==> src/rtl/ysyx_22041211_lsu.sv <==
// Load/store unit: single-beat data-memory access with lane alignment,
// sign/zero extension, misalignment and timeout error reporting.
module ysyx_22041211_lsu #(
  parameter int unsigned TIMEOUT_CYCLES = 255,
  parameter int unsigned CNT_W          = 8
) (
  input  logic        clock,
  input  logic        reset,
  input  logic        in_valid,
  output logic        in_ready,
  input  logic [31:0] in_addr,
  input  logic [31:0] in_wdata,
  input  logic [1:0]  in_store_type,
  input  logic [2:0]  in_load_type,
  input  logic        in_wd,
  input  logic [4:0]  in_wreg,
  output logic        mem_req_valid,
  input  logic        mem_req_ready,
  output logic [31:0] mem_addr,
  output logic        mem_wen,
  output logic [31:0] mem_wdata,
  output logic [3:0]  mem_wmask,
  input  logic        mem_rsp_valid,
  input  logic [31:0] mem_rdata,
  output logic        out_valid,
  input  logic        out_ready,
  output logic [31:0] out_data,
  output logic        out_wd,
  output logic [4:0]  out_wreg,
  output logic        err_o
);

  typedef enum logic [1:0] {
    S_IDLE     = 2'd0,
    S_REQ      = 2'd1,
    S_WAIT_RSP = 2'd2,
    S_DONE     = 2'd3
  } state_e;

  localparam logic [2:0] LD_LB  = 3'b001;
  localparam logic [2:0] LD_LH  = 3'b010;
  localparam logic [2:0] LD_LW  = 3'b011;
  localparam logic [2:0] LD_LBU = 3'b100;
  localparam logic [2:0] LD_LHU = 3'b101;

  localparam logic [CNT_W-1:0] CNT_LAST = CNT_W'(TIMEOUT_CYCLES - 1);

  state_e           state, state_n;
  logic [CNT_W-1:0] cnt, cnt_n;
  logic [2:0]       ld_type, ld_type_n;
  logic [1:0]       ofs, ofs_n;
  logic             wd_q, wd_n;

  logic [31:0] mem_addr_n, mem_wdata_n, out_data_n;
  logic [3:0]  mem_wmask_n;
  logic        mem_wen_n, out_wd_n, err_n;
  logic [4:0]  out_wreg_n;

  logic        is_store, is_load, misaligned;
  logic [31:0] st_data;
  logic [3:0]  st_mask;
  logic [7:0]  ld_byte;
  logic [15:0] ld_half;
  logic [31:0] ld_data;

  // Request classification and alignment check on the incoming bundle
  always_comb begin
    is_store   = (in_store_type != 2'b00);
    is_load    = (in_load_type != 3'b000);
    misaligned = 1'b0;
    if (is_store) begin
      case (in_store_type)
        2'b10:   misaligned = in_addr[0];
        2'b11:   misaligned = |in_addr[1:0];
        default: misaligned = 1'b0;
      endcase
    end else if (is_load) begin
      case (in_load_type)
        LD_LB, LD_LBU: misaligned = 1'b0;
        LD_LH, LD_LHU: misaligned = in_addr[0];
        default:       misaligned = |in_addr[1:0];
      endcase
    end
  end

  // Store data replicated across lanes; mask selects the live bytes
  always_comb begin
    st_data = 32'h0;
    st_mask = 4'h0;
    case (in_store_type)
      2'b01: begin
        st_data = {4{in_wdata[7:0]}};
        st_mask = 4'b0001 << in_addr[1:0];
      end
      2'b10: begin
        st_data = {2{in_wdata[15:0]}};
        st_mask = 4'b0011 << in_addr[1:0];
      end
      2'b11: begin
        st_data = in_wdata;
        st_mask = 4'b1111;
      end
      default: ;
    endcase
  end

  // Load response lane selection and extension
  always_comb begin
    case (ofs)
      2'd0:    ld_byte = mem_rdata[7:0];
      2'd1:    ld_byte = mem_rdata[15:8];
      2'd2:    ld_byte = mem_rdata[23:16];
      default: ld_byte = mem_rdata[31:24];
    endcase
    ld_half = ofs[1] ? mem_rdata[31:16] : mem_rdata[15:0];
    case (ld_type)
      LD_LB:   ld_data = {{24{ld_byte[7]}}, ld_byte};
      LD_LH:   ld_data = {{16{ld_half[15]}}, ld_half};
      LD_LBU:  ld_data = {24'h0, ld_byte};
      LD_LHU:  ld_data = {16'h0, ld_half};
      default: ld_data = mem_rdata;
    endcase
  end

  // Next-state and next-output logic
  always_comb begin
    state_n     = state;
    cnt_n       = cnt;
    ld_type_n   = ld_type;
    ofs_n       = ofs;
    wd_n        = wd_q;
    mem_addr_n  = mem_addr;
    mem_wen_n   = mem_wen;
    mem_wdata_n = mem_wdata;
    mem_wmask_n = mem_wmask;
    out_data_n  = out_data;
    out_wd_n    = out_wd;
    out_wreg_n  = out_wreg;
    err_n       = 1'b0;
    case (state)
      S_IDLE: begin
        if (in_valid) begin
          out_wreg_n = in_wreg;
          ofs_n      = in_addr[1:0];
          ld_type_n  = in_load_type;
          wd_n       = in_wd;
          if (!is_store && !is_load) begin
            state_n    = S_DONE;
            out_data_n = in_addr;
            out_wd_n   = in_wd;
          end else if (misaligned) begin
            state_n    = S_DONE;
            out_data_n = 32'h0;
            out_wd_n   = 1'b0;
            err_n      = 1'b1;
          end else begin
            state_n     = S_REQ;
            mem_addr_n  = {in_addr[31:2], 2'b00};
            mem_wen_n   = is_store;
            mem_wdata_n = st_data;
            mem_wmask_n = st_mask;
          end
        end
      end
      S_REQ: begin
        if (mem_req_ready) begin
          state_n = S_WAIT_RSP;
          cnt_n   = '0;
        end
      end
      S_WAIT_RSP: begin
        if (mem_rsp_valid) begin
          state_n    = S_DONE;
          out_data_n = mem_wen ? 32'h0 : ld_data;
          out_wd_n   = mem_wen ? 1'b0 : wd_q;
        end else if (cnt == CNT_LAST) begin
          state_n    = S_DONE;
          out_data_n = 32'h0;
          out_wd_n   = 1'b0;
          err_n      = 1'b1;
        end else begin
          cnt_n = cnt + CNT_W'(1);
        end
      end
      S_DONE: begin
        if (out_ready) state_n = S_IDLE;
      end
      default: state_n = S_IDLE;
    endcase
  end

  // State and registered outputs
  always_ff @(posedge clock) begin
    if (reset) begin
      state         <= S_IDLE;
      cnt           <= '0;
      ld_type       <= 3'b000;
      ofs           <= 2'b00;
      wd_q          <= 1'b0;
      in_ready      <= 1'b1;
      mem_req_valid <= 1'b0;
      mem_addr      <= 32'h0;
      mem_wen       <= 1'b0;
      mem_wdata     <= 32'h0;
      mem_wmask     <= 4'h0;
      out_valid     <= 1'b0;
      out_data      <= 32'h0;
      out_wd        <= 1'b0;
      out_wreg      <= 5'h0;
      err_o         <= 1'b0;
    end else begin
      state         <= state_n;
      cnt           <= cnt_n;
      ld_type       <= ld_type_n;
      ofs           <= ofs_n;
      wd_q          <= wd_n;
      in_ready      <= (state_n == S_IDLE);
      mem_req_valid <= (state_n == S_REQ);
      mem_addr      <= mem_addr_n;
      mem_wen       <= mem_wen_n;
      mem_wdata     <= mem_wdata_n;
      mem_wmask     <= mem_wmask_n;
      out_valid     <= (state_n == S_DONE);
      out_data      <= out_data_n;
      out_wd        <= out_wd_n;
      out_wreg      <= out_wreg_n;
      err_o         <= err_n;
    end
  end

endmodule

==> config.mk <==
export PLATFORM = sky130hd
export DESIGN_NAME = ysyx_22041211_lsu
export DESIGN_NICKNAME = d
export VERILOG_FILES = /design/src/rtl/ysyx_22041211_lsu.sv
export SDC_FILE = /design/constraint.sdc
export NUM_CORES = 1
export LEC_CHECK = 0
export ABC_AREA = 1
export BUFFER_PORTS_ARGS = -buffer_cell sky130_fd_sc_hd__clkbuf_2
export CAP_MARGIN = 5
export CORE_ASPECT_RATIO = 0.6
export CORE_MARGIN = 10
export CORE_UTILIZATION = 52
export DETAILED_ROUTE_END_ITERATION = 7
export PLACE_DENSITY = 0.78
export SLEW_MARGIN = 20
export SYNTH_ARGS = -nofsm -noshare
export SYNTH_HDL_FRONTEND = slang
export SYNTH_SLANG_ARGS = --single-unit
==> constraint.sdc <==
create_clock -name clock -period 1.8 [get_ports clock]
set_input_delay 0.27 -clock clock [delete_from_list [all_inputs] [get_ports clock]]
set_output_delay 0.27 -clock clock [all_outputs]
set_load 0.03 [all_outputs]
==> key figures <==
Synth
  – Netlist Area Pre-Place: 0.007019 mm^2
  – Synth warnings: 0
  – Yosys reg bits: 125
  – Synth area leader: dfxtp_1
  – Ys flop type: dfxtp_1
  – Ranking of synthesized cells by area: dfxtp_1 (36%), nand2_1 (26%), nor2_1 (8.7%), a21oi_1 (6.6%), inv_1 (6.4%)
  – Register area share after synthesis: 0.3565
  – Yosys cell types: 28
  – Syn_area_per_cell: around 5.9 um^2
  – Count leader, synth: nand2_1
  – Number of synthesized flops with an enable pin: 0
  – Asr flop ratio synth: 0
  – Commonest cells in the netlist: nand2_1 (492), nor2_1 (162), dfxtp_1 (125), inv_1 (120), a21oi_1 (93)
  – Post-Synthesis Cells: 1191
  – Area share of the largest cell type after synthesis: 0.3565

Clock network
  – CTS Root Cell: clkbuf_16
  – CTS Buffer Depth: 2
  – CTS tree: built
  – Clock H-tree levels: 4
  – Inserted Clock Buffers: 17
  – Clock Pin Slew Worst Setup and Hold Paths: 0.06 ns
  – Insertion delay to the later sink of the worst-skew pair: slightly above 0.4 ns
  – CTS Sinks: 125
  – # hold bufs at CTS: 0

Floorplan
  – Die area: 0.01870 mm^2
  – Row count: 32
  – Starting Density: 0.5394
  – Die Span Y: 110.0 um
  – Die X: 170.0 um
  – IO Count: 224
  – Core region area: about 0.013 mm^2

Job
  – MaxCap Viol Count: 0

Timing
  – Final hold violations: 0
  – Min Hold Slack: between 0.1 and 0.15 ns
  – Actual transition at the worst max-transition pin: ~0.57 ns
  – Period utilisation layout: 0.9032
  – Slew Limit Fails: 0
  – Tmin final: 1.626 ns
  – F_max: 0.6151 GHz
  – Final setup viols: 0
  – Worst clock skew: 0.01276 ns
  – RSZ-0062 raised after global routing: false
  – Setup_tns: 0 ns
  – Slew HR: 0.6185

Placed design
  – Final Wtd Congestion: between 0.9 and 1
  – Detail Placement HPWL: between 15 and 20 mm
  – Number of I/O port buffers: between 200 and 250
  – Placed Area: 0.008303 mm^2

Power and ir drop
  – PD cells: 1037 mW/mm^2
  – Total power: 0.009256 W
  – Peak supply drop: 0.5893 mV
  – P_leak: 4.880 nW

Setup path
  – Crit path cell chain: nor2_2 -> nand2_4 -> inv_4 -> nand3_4 -> inv_2 -> buf_12 -> nand2_1 -> a21oi_1
  – Setup crit end kind: flip-flop
  – Maximum fanout along the worst path: between 50 and 60
  – Req. time, crit path: 2.13 ns
  – Worst path bufs/invs: 3
  – Setup CP Type: reg2reg
  – Crit path arrival time: ~2 ns
  – Crit path depth: 8
  – CP max stage cell: dfxtp_1
  – Worst path max stage delay: 0.37 ns
  – Crit path max-delay family: simple AND/OR/NAND/NOR gates
  – Worst r2r path cells: 8
  – Worst setup SP type: flip-flop

Outcome
  – Status: finished clean

Global route
  – Gr ovfl total: 0
  – Initial antenna violation count: 1
  – Vias in the first global route: about 7100
  – Total GRT Usage: 0.2510
  – Pin count of the biggest net entering global routing: 62
  – Global-route wire length before repair: between 30 and 40 mm

Layout
  – Layout net count: 1520
  – Layout cells sized above 1: 0.2192
  – Post-route cell area: 0.008930 mm^2
  – Diodes inserted: 0
  – Area Overhead vs Synth: 27.22%
  – Fill cell count: 1181

Routing
  – Vias per std cell: about 5
  – Detailed Routing Iterations Pass 1: 5
  – DR DRC count: 0
  – Via count: 7970
  – DRT iter0 DRCs: 915
  – Per-cell routed wire length: about 15 um
  – Drt total wl: 24.44 mm
  – Routed Antenna Nets: 0

Worst hold path
  – WHS Path Cells: 3
  – Hold Path Class: in2reg
[tightest hold or removal path: cells and delay by family]
family,cells,cell delay (ns)
buffers and inverters,1,0.09
and+or+nand+nor,1,0.06
AOI/OAI and AO/OA,1,0.05
[repair_timing]
item | in CTS | in global routing
endpoints found under the hold margin | 0 | 0
setup endpoints to repair | 0 | 16
resized for setup | 0 | 5
buffers inserted | 0 | 0
[registers in the layout, indices dropped and copies added, names as in the netlist, 2 cells and up]
signal and cells:
out_wreg 5, ofs 2, out_data 32, cnt 8
mem_wdata 32, mem_wmask 4, mem_addr 30, ld_type 3
state 2
[cell usage in the layout (no fill, tap or decap), drive strengths merged]
cell type / synthesis / final
a21oi: 93 / 93
buf: 36 / 31
bufinv: 0 / 2
clkbuf: 27 / 240
clkinv: 1 / 3
clkinvlp: 0 / 4
conb: 1 / 2
dfxtp: 125 / 125
ha: 6 / 6
inv: 128 / 134
nand2: 497 / 497
nand3: 68 / 68
nand3b: 1 / 1
nand4: 4 / 4
nor2: 166 / 166
nor3: 2 / 2
o21a: 1 / 1
o21ai: 33 / 33
xor2: 2 / 2
[where the power goes]
group,internal (W),switching (W)
Sequential,0.00301,0.000146
Clock,0.00206,0.00136
Combinational,0.000851,0.00183
[final cells by class]
cell class	count	area, um^2	area share
clock buffers	18	429.2	0.04806
well taps	170	212.7	0.02382
inverters	129	486.7	0.05450
clock inverters	14	156.4	0.01751
repair buffers	253	1439	0.1611
multi-input cells	875	3702	0.4146
flip-flops and latches	125	2504	0.2804
[kinds of logic (layout without fill, tap and decap cells)]
group,count (synthesis),in the layout,share of synthesized area
fa+ha+maj,6,6,0.01069
compound gates,127,127,0.09091
buf+inv,192,414,0.1187
xor+xnor,2,2,0.002496
other cells,1,2,0.0005342
flops,125,125,0.3565
simple gates,738,738,0.4201
[final timing paths]
path	startpoint	slack, ns	end
min	in_addr[24]	0.11	mem_addr[24]
max	state[0]	0.17	mem_wdata[5]
max reg2reg	state[0]	0.17	mem_wdata[5]
min reg2reg	wd_q	0.46	wd_q
[metrics by stage]
stage	std cells	setup WS, ns	util
global route	1584	0.002343	0.6863
finish	1584	0.1742	0.6863
global placement	1551	0.09535	0.6381
floorplan	1192	0.2549	-
detailed placement	1551	0.02336	0.6381
CTS	1583	0.1115	0.6831
[routing by layer]
layer	wire [um]	global-route usage	vias to the layer above
met5	8	0	-
met4	245	0.05421	2
met3	2859	0.08378	19
met2	10190	0.3623	376
met1	11140	0.3548	3524
li1	-	-	4049
(Power assumes the default switching activity.)
